<file path="src/rtl/seqdet_param.sv">
// Parametrised serial sequence detector: flags each occurrence of PATTERN in a
// qualified bit stream, with selectable overlap and Mealy/Moore output timing.
module seqdet_param #(
  parameter int             N       = 5,
  parameter logic [N-1:0]   PATTERN = 5'b10010,
  parameter bit             OVERLAP = 1'b1,
  parameter bit             MOORE   = 1'b0,
  parameter int             CNT_W   = 8
) (
  input  logic             clk,
  input  logic             clr,
  input  logic             din,
  input  logic             din_vld,
  input  logic             cnt_clr,
  output logic             dout,
  output logic [CNT_W-1:0] match_cnt
);

  localparam int            FW       = $clog2(N);
  localparam logic [FW-1:0] FILL_MAX = FW'(N - 1);

  logic [N-2:0]     hist_q, hist_d;
  logic [FW-1:0]    fill_q, fill_d;
  logic             dout_q;
  logic [CNT_W-1:0] cnt_q, cnt_d;
  logic [N-1:0]     window;
  logic             hit;

  // Oldest history bit lands in the MSB, matching PATTERN's first-received bit.
  assign window = {hist_q, din};
  assign hit    = din_vld && (fill_q == FILL_MAX) && (window == PATTERN);

  always_comb begin
    hist_d = hist_q;
    fill_d = fill_q;
    if (din_vld) begin
      if (hit && !OVERLAP) begin
        hist_d = '0;
        fill_d = '0;
      end else begin
        hist_d = window[N-2:0];
        fill_d = (fill_q == FILL_MAX) ? fill_q : fill_q + FW'(1);
      end
    end
  end

  always_comb begin
    cnt_d = cnt_q;
    if (cnt_clr) begin
      cnt_d = '0;
    end else if (hit && (cnt_q != '1)) begin
      cnt_d = cnt_q + CNT_W'(1);
    end
  end

  always_ff @(posedge clk or posedge clr) begin
    if (clr) begin
      hist_q <= '0;
      fill_q <= '0;
      dout_q <= 1'b0;
      cnt_q  <= '0;
    end else begin
      hist_q <= hist_d;
      fill_q <= fill_d;
      dout_q <= hit;
      cnt_q  <= cnt_d;
    end
  end

  assign dout      = MOORE ? dout_q : hit;
  assign match_cnt = cnt_q;

endmodule

</file>
<file path="config.mk">
export PLATFORM = sky130hd
export DESIGN_NAME = seqdet_param
export DESIGN_NICKNAME = d
export VERILOG_FILES = /design/src/rtl/seqdet_param.sv
export SDC_FILE = /design/constraint.sdc
export NUM_CORES = 1
export LEC_CHECK = 0
export CORE_MARGIN = 4
export CORE_UTILIZATION = 45
export DETAILED_ROUTE_END_ITERATION = 7
export MAX_ROUTING_LAYER = met4
export PLACE_DENSITY = 0.81
export REMOVE_ABC_BUFFERS = 1
export SLEW_MARGIN = 30
export SYNTH_ARGS = -nofsm -noshare
export SYNTH_HDL_FRONTEND = slang
export SYNTH_SLANG_ARGS = --single-unit
</file>
<file path="constraint.sdc">
create_clock -name clk -period 6.3 [get_ports clk]
set_input_delay 1.26 -clock clk [delete_from_list [all_inputs] [get_ports clk]]
set_output_delay 1.26 -clock clk [all_outputs]
set_load 0.03 [all_outputs]
</file>
==> results.cfg <==
[worst_setup_path]
r2r_slack_ns = 4.13
end_kind = output port
cp_num_buf_inv = 2
critical_path_arrival_ns = 3.17
worstPathRequired_ns = 5.04
critPathMostFrequentCell = clkdlybuf4s50_1
cpPeakStageDelay_ns = 0.69
reg2reg_depth = 4
critPathTopFamily = buffers and inverters
cp_slowest_cell = clkdlybuf4s50_1
crit_fanout = 6
worst-path-stages = 4
critPathLaunchType = input port
crit_chain = clkdlybuf4s50_1, or4b_1, nor2_1, clkdlybuf4s50_1
critPathKind = in -> out

[timing]
holdWs_ns = 0.517
slew_viol_final = 0
period_share = 0.703
hold_viol = 0
worst_pin_slew_ns = 0.564
fmax_mhz = 226
maxSlewHeadroom = 0.624
period_minus_slack_ns = 4.43
finalSetupViolCount = 0
grt_setup_unrepaired = no
fin_setup_tns_ns = 0
finClkSkew_ns = 0.00549

[cts]
cts_tree = done
clk_path_buf_depth = 2
cts_resized = 0
cts.clk_slew.worst_paths_ns = 0.08
cts_sinks = 15
postCtsSetupBuffers = 0
numCtsBuffers = 3
root_buffer = clkbuf_4
clock_latency_ns = 0.28
hold_buffers = 0
cts_max_level = 1

[grt]
antenna_found_initial = 0
track_usage = 0.132
overflow = 0
grt_pass1_wl_mm = 2.41
grt_pass1_vias = 551
grt_start_max_net_pins = 16

[synth]
synthTopCellsByArea = dfrtp_1 (49%), mux2_2 (5.9%), ha_1 (4.9%)
syn_area_per_cell_um2 = 10.5
syn_inst = 73
synth_edf_count = 0
ys_warn_count = 0
async_flop_share = 1.00
synth_area_um2 = 763
synth_seq_cells = 15
yosys_most_used_dff = dfrtp_1
synth_top_area_share = 0.492
synth.largest_area_cell = dfrtp_1
yosysSeqAreaShare = 0.492
ys_types = 31
synthTopCellsByCount = dfrtp_1 (15), a21oi_1 (5), nor2_1 (5)
yosysMostFrequentCell = dfrtp_1

[routing]
wirelength_mm = 1.37
first_pass_iters = 3
wl_per_cell_um = 13.3
vias = 585
drt_iter0_markers = 2
ant_nets = 0
vias_per_cell = 5.68
drc_errors = 0

[cells_and_area]
finalInstanceArea_um2 = 927
layout-drive-gt1-share = 0.126
area_growth_pct = 21.5
num-fill-cells = 143
regArea_um2 = 375
multi_input_area_um2 = 360
diodes = 0
fin_nets = 96

[placed_design]
dpl.hpwl_mm = 1.04
placed_area_um2 = 901
gp_congestion = 0.807
placement.io_buffers = 13

[min_path]
min_path_type = reg -> reg
whs_path_depth = 1

[die]
die_h_um = 49.2
rows = 14
start_util = 0.490
ios = 14
die_area_um2 = 2420
core_region_area_um2 = 1560
die_w_um = 49.2

[power]
vdd_drop_max_uv = 223
leakage_nw = 0.366
power.density_nw_per_um2 = 235

[flow_run]
maxCapViolCount = 0

[run_status]
status = complete, no violations
[report_power, final]
group / internal [mW] / switching (mW) / leakage (nW)
combinational: 0.0215 / 0.0237 / 0.158
sequential: 0.111 / 0.00866 / 0.194
clock: 0.0245 / 0.0293 / 0.0150
[through the flow]
stage                     power, mW   util  instances  worst slack (ns)
final                         0.218  0.595        103              1.87
after global routing          0.238  0.595        103              1.77
after CTS                     0.221  0.595        103              1.87
after detailed placement      0.167  0.578         99              1.87
after global placement        0.165  0.578         99              1.90
after floorplan               0.155      -         70              2.72
[kinds of logic after synthesis]
family | after synthesis | share of synthesized area
multiplexers | 5 | 0.0721
adder cells (fa/ha/maj) | 3 | 0.0492
flip-flops | 15 | 0.492
AO/OA/AOI/OAI | 16 | 0.133
AND/OR/NAND/NOR | 24 | 0.184
XOR/XNOR | 3 | 0.0344
buffers and inverters | 7 | 0.0360
[cell type report]
cell class	count	share of cell area
clock buffer	4	0.0283
inverter	4	0.0162
multi-input combinational	51	0.389
sequential	15	0.405
tap	16	0.0216
timing repair buffer	13	0.140
[cell usage in the layout (no fill, tap or decap), types with 3 or more instances in the layout]
| master | count |
|---|---|
| dfrtp_1 | 15 |
| clkdlybuf4s50_1 | 13 |
| a21oi_1 | 5 |
| nor2_1 | 5 |
| mux2_2 | 4 |
| nand2_1 | 4 |
| inv_1 | 4 |
| nand3_1 | 3 |
| o21ai_0 | 3 |
| xnor2_1 | 3 |
| ha_1 | 3 |
| clkbuf_4 | 3 |
[routing by layer]
| metal | up-vias | share of wire | global-route usage |
|---|---|---|---|
| li1 | 291 | - | - |
| met1 | 282 | 0.45 | 0.160 |
| met2 | 10 | 0.50 | 0.210 |
| met3 | 2 | 0.044 | 0.0275 |
| met4 | 0 | 0.0066 | 0.0569 |
| met5 | - | 0 | - |
[sequential cells by signal (all words and copies together) (netlist names)]
| signal | count |
|---|---|
| match_cnt | 8 |
| fill_q | 3 |
| hist_q | 4 |
[final timing paths]
kind	start	to
min in group asynchronous	clr	fill_q[0]$_DFFE_PP0P_
worst max-delay path	din	dout
worst min-delay path	hist_q[3]$_DFFE_PP0P_	hist_q[3]$_DFFE_PP0P_
worst max register to register	hist_q[2]$_DFFE_PP0P_	match_cnt[6]$_DFFE_PP0P_
max in group asynchronous	clr	match_cnt[0]$_DFFE_PP0P_
worst min register to register	hist_q[3]$_DFFE_PP0P_	hist_q[3]$_DFFE_PP0P_
Power figures use the tool's default switching activity.
